[src/rtl/snn_frame_ctrl.sv]
// snn_frame_ctrl: host-side frame sequencer for the SNN top level.
//   Accepts UART bytes, unpacks each into 8/PIX_W pixels (LSB first) and
//   writes them into the input-unit RAM. After N_PIX pixels it pulses
//   core_start, waits for core_done and sends the classified digit over TX.
//   A partial frame is aborted when no byte arrives for TO_CYC cycles.
// Ports:
//   clk, rst                  clock, async active-high reset
//   rx_rdy, rx_data           received-byte strobe and data
//   ram_we/ram_addr/ram_wdata pixel write port (addr/data are 0 when idle)
//   core_start, core_done,    core handshake; core_result valid with done
//   core_result
//   tx_start, tx_data, tx_rdy UART transmit request/data, transmitter idle
//   result                    last classified digit, held
//   busy                      low only when idle with no partial frame
//   frame_err                 one-cycle pulse on timeout or overrun
module snn_frame_ctrl #(
  parameter int PIX_W  = 1,
  parameter int N_PIX  = 784,
  parameter int ADDR_W = 10,
  parameter int RES_W  = 4,
  parameter int TO_CYC = 500000,
  parameter int ASCII  = 1
) (
  input  logic              clk,
  input  logic              rst,
  input  logic              rx_rdy,
  input  logic [7:0]        rx_data,
  output logic              ram_we,
  output logic [ADDR_W-1:0] ram_addr,
  output logic [PIX_W-1:0]  ram_wdata,
  output logic              core_start,
  input  logic              core_done,
  input  logic [RES_W-1:0]  core_result,
  output logic              tx_start,
  output logic [7:0]        tx_data,
  input  logic              tx_rdy,
  output logic [RES_W-1:0]  result,
  output logic              busy,
  output logic              frame_err
);

  localparam int SLICES = 8 / PIX_W;
  localparam int TW     = (TO_CYC > 1) ? $clog2(TO_CYC) : 1;
  localparam logic [ADDR_W-1:0] LAST_PIX   = ADDR_W'(N_PIX - 1);
  localparam logic [3:0]        LAST_SLICE = 4'(SLICES - 1);
  localparam logic [TW-1:0]     TO_LAST    = (TO_CYC > 0) ? TW'(TO_CYC - 1) : '0;

  typedef enum logic [2:0] {
    RX_WAIT, UNPACK, START, CORE, TX, TX_WAIT
  } state_t;

  state_t             state_q, state_d;
  logic [7:0]         shift_q, shift_d;
  logic [ADDR_W-1:0]  pix_cnt_q, pix_cnt_d;
  logic [3:0]         slice_cnt_q, slice_cnt_d;
  logic [TW-1:0]      timer_q, timer_d;
  logic [RES_W-1:0]   result_q, result_d;
  logic               guard_q, guard_d;
  logic               frame_err_q, frame_err_d;
  logic [7:0]         tx_enc;

  always_comb begin
    state_d     = state_q;
    shift_d     = shift_q;
    pix_cnt_d   = pix_cnt_q;
    slice_cnt_d = slice_cnt_q;
    timer_d     = timer_q;
    result_d    = result_q;
    guard_d     = guard_q;
    frame_err_d = 1'b0;
    case (state_q)
      RX_WAIT: begin
        // An arriving byte takes priority over a simultaneous timeout.
        if (rx_rdy) begin
          shift_d     = rx_data;
          slice_cnt_d = '0;
          timer_d     = '0;
          state_d     = UNPACK;
        end else if (pix_cnt_q != '0 && TO_CYC != 0) begin
          if (timer_q == TO_LAST) begin
            pix_cnt_d   = '0;
            timer_d     = '0;
            frame_err_d = 1'b1;
          end else begin
            timer_d = timer_q + TW'(1);
          end
        end
      end
      UNPACK: begin
        shift_d     = shift_q >> PIX_W;
        slice_cnt_d = slice_cnt_q + 4'd1;
        timer_d     = '0;
        // Overrun: the byte is dropped, the frame carries on.
        if (rx_rdy) frame_err_d = 1'b1;
        if (pix_cnt_q == LAST_PIX) begin
          // Hold the counter at the last address; START clears it.
          state_d = START;
        end else begin
          pix_cnt_d = pix_cnt_q + ADDR_W'(1);
          if (slice_cnt_q == LAST_SLICE) state_d = RX_WAIT;
        end
      end
      START: begin
        pix_cnt_d = '0;
        state_d   = CORE;
      end
      CORE: begin
        if (core_done) begin
          result_d = core_result;
          state_d  = TX;
        end
      end
      TX: begin
        guard_d = 1'b1;
        state_d = TX_WAIT;
      end
      TX_WAIT: begin
        // First cycle ignores tx_rdy: the UART has not yet seen tx_start.
        if (guard_q) guard_d = 1'b0;
        else if (tx_rdy) state_d = RX_WAIT;
      end
      default: state_d = RX_WAIT;
    endcase
  end

  always_ff @(posedge clk or posedge rst) begin
    if (rst) begin
      state_q     <= RX_WAIT;
      shift_q     <= '0;
      pix_cnt_q   <= '0;
      slice_cnt_q <= '0;
      timer_q     <= '0;
      result_q    <= '0;
      guard_q     <= 1'b0;
      frame_err_q <= 1'b0;
    end else begin
      state_q     <= state_d;
      shift_q     <= shift_d;
      pix_cnt_q   <= pix_cnt_d;
      slice_cnt_q <= slice_cnt_d;
      timer_q     <= timer_d;
      result_q    <= result_d;
      guard_q     <= guard_d;
      frame_err_q <= frame_err_d;
    end
  end

  assign tx_enc = (ASCII != 0) ? (8'h30 + 8'(result_q)) : 8'(result_q);

  // Outputs decode directly from registered state so an async reset
  // removes the write strobe immediately.
  assign ram_we     = (state_q == UNPACK);
  assign ram_addr   = ram_we ? pix_cnt_q : '0;
  assign ram_wdata  = ram_we ? shift_q[PIX_W-1:0] : '0;
  assign core_start = (state_q == START);
  assign tx_start   = (state_q == TX);
  assign tx_data    = (state_q == TX || state_q == TX_WAIT) ? tx_enc : 8'h00;
  assign result     = result_q;
  assign busy       = !(state_q == RX_WAIT && pix_cnt_q == '0);
  assign frame_err  = frame_err_q;

endmodule

[config.mk]
export PLATFORM = sky130hd
export DESIGN_NAME = snn_frame_ctrl
export DESIGN_NICKNAME = d
export VERILOG_FILES = /design/src/rtl/snn_frame_ctrl.sv
export SDC_FILE = /design/constraint.sdc
export NUM_CORES = 1
export LEC_CHECK = 0
export BUFFER_PORTS_ARGS = -buffer_cell sky130_fd_sc_hd__buf_2
export CAP_MARGIN = 0
export CORE_MARGIN = 4
export CORE_UTILIZATION = 51
export CTS_BUF_LIST = sky130_fd_sc_hd__clkbuf_4 sky130_fd_sc_hd__clkbuf_8 sky130_fd_sc_hd__clkbuf_16
export DETAILED_ROUTE_END_ITERATION = 8
export PLACE_DENSITY = 0.74
export SLEW_MARGIN = 20
export SYNTH_ARGS = -nofsm -noshare
export SYNTH_HDL_FRONTEND = slang
export SYNTH_SLANG_ARGS = --single-unit
[constraint.sdc]
create_clock -name clk -period 2 [get_ports clk]
set_input_delay 0.6 -clock clk [delete_from_list [all_inputs] [get_ports clk]]
set_output_delay 0.6 -clock clk [all_outputs]
set_load 0.03 [all_outputs]
# Word level (Yosys, flattened, before mapping)
# Cells that the tools add are included.
dict set report word_totals {
  reg_bits 50
  out_inout_bits 28
  elab_cells 73
}
dict set report op_classes {
  n_addsub 4
  n_eq_ne 18
  mux 29
  reduce_logical 14
}
# operator count
set ops {}
lappend ops {{2-to-1 mux 19 bit} 3}
lappend ops {{2-to-1 mux 10 bit} 5}
lappend ops {{one-hot mux 19 bit (2 select lines)} 1}
lappend ops {{one-hot mux 10 bit (3 select lines)} 1}
lappend ops {{adder 19 x 1 -> 19 bit, second input constant} 1}
lappend ops {{equality test 19 bit, second input constant} 1}
lappend ops {{2-to-1 mux 3 bit} 6}
lappend ops {{one-hot mux 3 bit (6 select lines)} 1}
lappend ops {{inequality test 2 bit, second input constant} 8}
lappend ops {{one-hot mux 8 bit (2 select lines)} 1}
lappend ops {{adder 10 x 1 -> 10 bit, second input constant} 1}
lappend ops {{equality test 10 bit, second input constant} 1}
lappend ops {{zero test 10 bit} 1}
lappend ops {{AND reduction 5 bit} 2}
lappend ops {{nonzero test 10 bit} 1}
lappend ops {{2-to-1 mux 8 bit} 1}
lappend ops {{one-hot mux 4 bit (2 select lines)} 1}
lappend ops {{adder 6 x 4 -> 7 bit, first input constant} 1}
lappend ops {{2-to-1 mux 7 bit} 1}
lappend ops {{equality test 3 x 2 -> 1 bit, second input constant} 2}
lappend ops {{equality test 3 bit, second input constant} 2}
lappend ops {{AND reduction 2 bit} 3}
lappend ops {{2-to-1 mux 1 bit} 5}
lappend ops {{adder 4 x 1 -> 4 bit, second input constant} 1}
lappend ops {{other kinds (12)} 14}

# Logic depth before layout (Yosys ltp)
# Gate-level depths: netlist (run 1).
dict set report logic_depth {
  word_depth 5
  ltp_mapped 8
  depth_no_buf 7
}

# Least setup slack after synthesis (run 1)
# Ideal clock, no wire load.
dict set report synth_path {
  path_type {register to output}
  start {register state_q[2]}
  end {output port ram_addr[2]}
  arrival_time_ns 1.703
  required_time_ns 1.400
  path_slack_ns -0.303
  stages_incl_launch_ff 6
  path_buffers 1
  cell_sequence {dfrtp_1 > nor2_1 > nand2_1 > inv_2 > clkbuf_1 > and2_1}
}
dict set report synth_between {
  elab_chain_len 2
}
# item line
set synth_lines {}
lappend synth_lines {{start, declared} 52} ;# state_t state_q, state_d;
lappend synth_lines {{start signal, assigned} 137} ;# state_q <= state_d;
lappend synth_lines {{equality test 3 x 1 -> 1 bit} 152} ;# assign ram_we = (state_q == UNPACK);
lappend synth_lines {{named net ram_we} 28} ;# output logic ram_we,
lappend synth_lines {{2-to-1 mux 10 bit} 153} ;# assign ram_addr = ram_we ? pix_cnt_q : '0;
lappend synth_lines {{end, declared} 29} ;# output logic [ADDR_W-1:0] ram_addr,
# The timed path passes the listed nets, and every way through them passes these cells.

# Worst setup path in the final report (run 1)
dict set report layout_path {
  start {register pix_cnt_q[1]}
  end {output port busy}
}
dict set report layout_between {
  elab_chain_len 3
}
# item line
set layout_lines {}
lappend layout_lines {{start, declared} 54} ;# logic [ADDR_W-1:0] pix_cnt_q, pix_cnt_d;
lappend layout_lines {{start signal, assigned} 139} ;# pix_cnt_q <= pix_cnt_d;
lappend layout_lines {{zero test 10 bit} 159} ;# assign busy = !(state_q == RX_WAIT && pix_cnt_q == '0);
lappend layout_lines {{logical AND 1 bit} 159}
lappend layout_lines {{zero test 1 bit} 159}
lappend layout_lines {{end, declared} 38} ;# output logic busy,
# No other way between the ends.

==> out/metrics.yaml, run 1 <==
timing:
  tightestPinTransition_ns: 0.6116
  slew_viol_final: 0
  fin_setup_tns_ns: -7.376
  finalCritPeriodShare_pct: 122.1
  final-hold-violation-count: 0
  min_period_ns: 2.442
  fin_skew_ns: 0.004436
  rsz0062_at_grt: "yes"
  max_freq_mhz: 409.6
  setup_ws_ns: -0.4416
  setup_violations: 31
  relSlewSlack_pct: 58.85
synth:
  synth_top_area_cell: "dfrtp_1"
  synth_warnings: 0
  ys_top_cells_by_area: "dfrtp_1 (44%), o21ai_0 (4.8%), nor2_1 (4.7%)"
  synth_seq_area_share_pct: 44.37
  ys_ff_latch: 50
  synth_cells: 323
  synthArstFlopShare_pct: 100.0
  synth_commonest_cells: "dfrtp_1 (50), nor2_1 (35), nand2_1 (34), o21ai_0 (27), nand3_1 (16)"
  yosysUniqueCellTypes: 46
  avgSynthCellArea_sq_um: 8.731
  yosysTopAreaCellShare_pct: 44.37
  yosysMostFrequentCell: "dfrtp_1"
  syn_area_sq_um: 2820
  synth-edff-count: 0
  ys.flop_type: "dfrtp_1"
grt:
  grt_pass1_wl_mm: 11.87
  grtUsageTotal_pct: 22.68
  grt_start_max_net_pins: 51
  grt_pass1_vias: 2656
  antenna_found_initial: 0
  grt_overflow: 0
pwr:
  finalPower_mw: 4.850
  p_int_mw: 2.847
  peakVddDrop_mv: 0.8791
  p_sw_mw: 2.003
  power_density_nw_per_um2: 1237
  pwr-share-comb_pct: 55.9
  seqPwrFrac_pct: 29.9
  leakagePower_nw: 1.886
  switching_share_pct: 41.31
  clockPowerShare_pct: 14.2
cts:
  cts_root_buf: "clkbuf_8"
  clkTransAtPathRegs_ns: 0.09
  cts_tree: "done"
  holdBufCountCts: 0
  clock_latency_ns: 0.30
  cts_max_level: 2
  clk_path_buf_depth: 2
  numCtsBuffers: 5
  cts_sinks: 50
drt:
  post-route-drc-count: 0
  vias_per_cell: 5.936
  wl_per_cell_um: 16.46
  routed_wl_mm: 8.031
  num_vias: 2897
  final_antenna_net_count: 0
  first_iter_violations: 248
  first_pass_iters: 5
worst_setup_path:
  crit_path_end_kind: "primary output"
  cp-start-kind: "register"
  crit_type: "register to primary output"
  crit_fanout: 2
  cp_cell_sequence: "inv_2 -> ha_4 -> or4b_4 -> nor3_4 -> nand2_2 -> buf_6"
  slowest_stage: "or4b_4"
  worst_ep_required_time_ns: 1.40
  critPathMaxStageDelay_ns: 0.49
  critPathBufInv: 2
  cp_top_family: "simple AND/OR/NAND/NOR gates"
  arrival_ns: 1.84
layout:
  drive_above_1_share_pct: 37.56
  finalNetCount: 438
  multi_input_area_sq_um: 1597
  num_antenna_cells: 0
  nFillCells: 358
  area_growth_pct: 39.00
  utilization_pct: 74.84
  fin_cells: 488
  ff_latch_area_sq_um: 1255
die:
  initial_core_util_pct: 53.85
  fp.dieH_um: 82.36
  die_area_sq_um: 6783
  std_cell_rows: 26
  die_w_um: 82.36
  ios: 45
  coreArea_sq_um: 5238
place:
  routabilityCongestion: 0.8727
  numPlacedInstances: 456
  portBuffers: 42
  dpl_worst_slack_ns: -0.2474
  post-dp-hpwl_mm: 4.734
outcome:
  violations: "negative setup slack"
  outcome: "complete, but fails checks"
hold_path:
  hp-class: "primary input to asynchronous set/reset pin"
job:
  drv_cap: 0
-- logic make-up after synthesis --
group	after synthesis	synth area share (%)
mux	8	3.061
simple gates	156	28.44
buf+inv	28	4.658
other cells	1	0.1330
compound gates	76	17.57
fa+ha+maj	4	1.775
flops	50	44.37
-- final timing paths --
path                                            start                         end  slack [ns]  cells past startpoint
setup / recovery             pix_cnt_q[1]$_DFFE_PP0P_                        busy       -0.44                      6
hold / removal                                    rst     timer_q[18]$_DFFE_PP0P_        0.32                      3
setup reg to reg             pix_cnt_q[1]$_DFFE_PP0P_     timer_q[18]$_DFFE_PP0P_       -0.31                     11
hold reg to reg            slice_cnt_q[3]$_DFFE_PP0P_  slice_cnt_q[3]$_DFFE_PP0P_        0.49                      1
max in group asynchronous                         rst      state_q[2]$_DFFE_PP0P_        1.41                      3
min in group clk           slice_cnt_q[3]$_DFFE_PP0P_  slice_cnt_q[3]$_DFFE_PP0P_        0.49                      1
-- repair_timing --
item	CTS	global route
setup buffers	9	11
setup endpoints to repair	47	47
pin swaps	7	13
resized for setup	36	33
gates cloned	2	3
-- per-layer routing --
metal | global-route usage [%] | up-vias | share of wire, %
met5 | 0 | - | 0
met4 | 8.472 | 0 | 2.3
met3 | 4.121 | 20 | 7.1
met2 | 36.06 | 128 | 50
met1 | 30.84 | 1392 | 41
li1 | - | 1357 | -
-- metrics by stage --
step / instance area, sq um / hold WS, ns
floorplan: 2884 / 0.4519
global placement: 3398 / 0.4785
detailed placement: 3398 / 0.4835
CTS: 3709 / 0.3388
global route: 3920 / 0.3446
finish: 3920 / 0.3231
-- power groups by stage --
| stage | Combinational, mW | Sequential, mW | Clock [mW] |
|---|---|---|---|
| final | 2.71 | 1.45 | 0.687 |
| after global routing | 2.92 | 1.48 | 0.733 |
| after CTS | 2.29 | 1.45 | 0.693 |
| after detailed placement | 2.06 | 1.46 | 0 |
| after global placement | 2.01 | 1.44 | 0 |
| after floorplan | 1.34 | 1.50 | 0 |
-- sequential cells by signal, indices dropped and copies added, names as in the netlist --
register     cells
timer_q         19
pix_cnt_q       10
shift_q          8
result           4
slice_cnt_q      4
state_q          3
frame_err        1
guard_q          1
-- cell type report --
cell class | count | share of cell area (%)
Clock buffer | 8 | 2.809
Inverter | 9 | 0.9895
Multi-Input combinational cell | 248 | 40.73
Sequential cell | 50 | 32.01
Tap cell | 70 | 2.234
Timing Repair Buffer | 102 | 21.07
Timing Repair inverter | 1 | 0.1596
-- layout by cell type (no fill, tap or decap), types with 2 or more instances in the layout --
cell and instances:
inv_2 4, and2_2 6, nor3b_1 2, and2_1 5
or2_2 2, o21ai_0 22, mux2i_1 3, nor4_1 7
nor2b_1 5, clkbuf_8 8, nand4_1 8, inv_1 4
a21o_1 5, dfrtp_2 3, and3_1 8, dfrtp_1 47
nor3_1 11, a21oi_1 8, conb_1 2, buf_2 29
buf_12 4, mux2_2 5, buf_6 18, o21ai_1 9
o21a_1 2, nor2_4 5, a31oi_1 5, a21oi_2 2
o22ai_1 7, nand3_1 16, and2_4 2, a22o_1 8
nor4b_1 2, nor3_4 2, nor2_1 31, nand2_1 32
buf_4 49, nand4b_1 3, ha_1 3
-- worst register-to-register path, delay by kind of cell (launching register included) --
kind	cells	cell delay [ns]
buffers and inverters	6	0.77
AND/OR/NAND/NOR	2	0.53
flip-flops	1	0.41
AO/OA/AOI/OAI	2	0.40
adder cells (fa/ha/maj)	1	0.12
No activity file was read; power rests on OpenSTA's default activity.
==> inputs of run 2 (changes only) <==
Settings changed: CAP_MARGIN 0 to 20, CTS_BUF_LIST sky130_fd_sc_hd__clkbuf_4 sky130_fd_sc_hd__clkbuf_8 sky130_fd_sc_hd__clkbuf_16 to sky130_fd_sc_hd__clkbuf_16, RECOVER_POWER set to 50.
==> run 2 against run 1 <==
Net effect:
- the flow still finishes with violations (negative setup slack)
- fmax grew 2.1%
- sequential cell count did not move
- global-route usage increased by 0.58 points
- largest power group unchanged
==> out/metrics.yaml, run 2 (synthesis results as in run 1) <==
outcome:
  outcome: "complete, but fails checks"
  violations: "negative setup slack"
pwr:
  seqPwrFrac_pct: 29.7
  clockPowerShare_pct: 16.6
  peakVddDrop_mv: 0.7774
  power_density_nw_per_um2: 1262
  switching_share_pct: 41.10
  pwr-share-comb_pct: 53.7
  leakagePower_nw: 1.874
  p_int_mw: 2.880
  finalPower_mw: 4.890
  p_sw_mw: 2.010
worst_setup_path:
  slowest_stage: "or4b_4"
  crit_type: "register to primary output"
  arrival_ns: 1.79
  worst_ep_required_time_ns: 1.40
  cp-start-kind: "register"
  r2r_end: "timer_q[13]$_DFFE_PP0P_"
  cp_top_family: "simple AND/OR/NAND/NOR gates"
  critPathBufInv: 2
  cp_cell_sequence: "inv_2 -> ha_4 -> or4b_4 -> nor3_4 -> nand2_2 -> buf_6"
  crit_fanout: 2
  rrSetupSlack_ns: -0.34
  critPathMaxStageDelay_ns: 0.48
  reg2reg_depth: 11
  crit_path_end_kind: "primary output"
  worstReg2RegStart: "pix_cnt_q[0]$_DFFE_PP0P_"
drt:
  final_antenna_net_count: 0
  routed_wl_mm: 7.998
  first_iter_violations: 190
  vias_per_cell: 6.014
  num_vias: 2923
  first_pass_iters: 4
  wl_per_cell_um: 16.46
  post-route-drc-count: 0
layout:
  multi_input_area_sq_um: 1590
  utilization_pct: 73.98
  num_antenna_cells: 0
  area_growth_pct: 37.40
  drive_above_1_share_pct: 35.82
  final_common_cell: "buf_4"
  most-common-layout-cells: "buf_4 (55), dfrtp_1 (47), nand2_1 (32)"
  ff_latch_area_sq_um: 1255
  regMostFlops: "timer_q"
  reg.largest.list: "timer_q (19), pix_cnt_q (10), shift_q (8)"
  finalNetCount: 436
  largest_reg_flops: 19
  nFillCells: 354
grt:
  antenna_found_initial: 0
  grt_pass1_vias: 2618
  grt_start_max_net_pins: 51
  grtUsageTotal_pct: 23.26
  grt_overflow: 0
  grt_pass1_wl_mm: 12.09
place:
  routabilityCongestion: 0.8727
  portBuffers: 42
  post-dp-hpwl_mm: 4.734
die:
  coreArea_sq_um: 5238
  fp.dieH_um: 82.36
  ios: 45
  die_area_sq_um: 6783
  std_cell_rows: 26
  initial_core_util_pct: 53.85
  die_w_um: 82.36
job:
  drv_cap: 0
timing:
  relSlewSlack_pct: 17.27
  slew_viol_final: 0
  tightestPinTransition_ns: 1.241
  fin_skew_ns: 0.002728
  final-hold-violation-count: 0
  finalCritPeriodShare_pct: 119.5
  rsz0062_at_grt: "yes"
  max_freq_mhz: 418.4
  min_period_ns: 2.390
  setup_violations: 31
  setup_ws_ns: -0.3903
hold_path:
  hold_path_depth: 1
  min_from: "slice_cnt_q[3]$_DFFE_PP0P_"
  hold-path-endpoint: "slice_cnt_q[3]$_DFFE_PP0P_"
  hp-class: "register to register"
cts:
  clk_path_buf_depth: 2
  cts_max_level: 2
  clock_latency_ns: 0.29
  cts_tree: "done"
  numCtsBuffers: 5
  cts_root_buf: "clkbuf_16"
  clkTransAtPathRegs_ns: 0.06
  cts_sinks: 50
-- run 2: cell types whose count changed in the layout (fill, tap and decap cells not counted), moves of 2 or more --
cell | before | now
clkbuf_16 | 1 | 6
buf_12 | 4 | 2
buf_6 | 18 | 10
and2_2 | 6 | 8
buf_4 | 49 | 55
clkbuf_8 | 8 | 0
and2_4 | 2 | 0
clkinv_1 | 0 | 3
-- run 2: worst max path at each step --
stage | start | end | depth (start not counted)
2_1_floorplan | pix_cnt_q[0]$_DFFE_PP0P_ | pix_cnt_q[7]$_DFFE_PP0P_ | 8
6_report | pix_cnt_q[0]$_DFFE_PP0P_ | busy | 6
5_1_grt | pix_cnt_q[0]$_DFFE_PP0P_ | busy | 6
3_3_place_gp | pix_cnt_q[0]$_DFFE_PP0P_ | pix_cnt_q[7]$_DFFE_PP0P_ | 7
4_1_cts | pix_cnt_q[0]$_DFFE_PP0P_ | busy | 6
3_5_place_dp | pix_cnt_q[0]$_DFFE_PP0P_ | pix_cnt_q[8]$_DFFE_PP0P_ | 7
-- run 2: cell type report --
cell class,instances,share of cell area [%]
Multi-Input combinational cell,248,41.04
Sequential cell,50,32.39
Timing Repair Buffer,100,19.63
Clock buffer,5,3.229
Tap cell,70,2.260
Inverter,9,1.001
Clock inverter,3,0.2906
Timing Repair inverter,1,0.1614
-- run 2: power groups by stage --
stage / logic (mW) / clock network (mW) / registers, mW
after global placement: 2.01 / 0 / 1.44
after floorplan: 1.34 / 0 / 1.50
after CTS: 2.29 / 0.816 / 1.45
after detailed placement: 2.06 / 0 / 1.46
final: 2.63 / 0.810 / 1.45
after global routing: 2.82 / 0.872 / 1.48
-- run 2: timing repair --
action	4_1_cts	5_1_grt
buffers inserted	10	9
hold buffers	0	0
gates resized for setup	35	22
cloned	2	3
endpoints found under the hold margin	0	0
pin swaps	7	13
endpoints found under the setup margin	44	46
-- run 2: worst reg2reg max path, cell delays in order (launching register included) --
cell and delay, ns:
dfrtp_1 0.41, inv_2 0.10, ha_4 0.13, or4b_4 0.48
buf_4 0.16, buf_6 0.11, o41ai_4 0.26, buf_4 0.20
buf_6 0.12, nor2_2 0.04, mux2i_1 0.12, o21ai_1 0.08
-- run 2: stage by stage --
step           setup TNS, ns  std cells  instance area (sq um)  hold WS, ns  setup slack (ns)
2_1_floorplan        -0.6125        324                   2884       0.4519          -0.06310
3_3_place_gp          -1.464        456                   3398       0.4785           -0.1353
3_5_place_dp          -3.228        456                   3398       0.4835           -0.2474
4_1_cts               -5.883        476                   3740       0.3644           -0.3252
5_1_grt               -9.197        486                   3875       0.5251           -0.4450
6_report              -6.961        486                   3875       0.4847           -0.3903
-- run 2: routing by layer --
layer	GRT usage (%)	share of wire, %	routed length (um)
met5	0	0	0
met4	6.312	2.8	220
met2	35.82	48	3838
met3	5.206	6.2	493
met1	33.01	43	3446
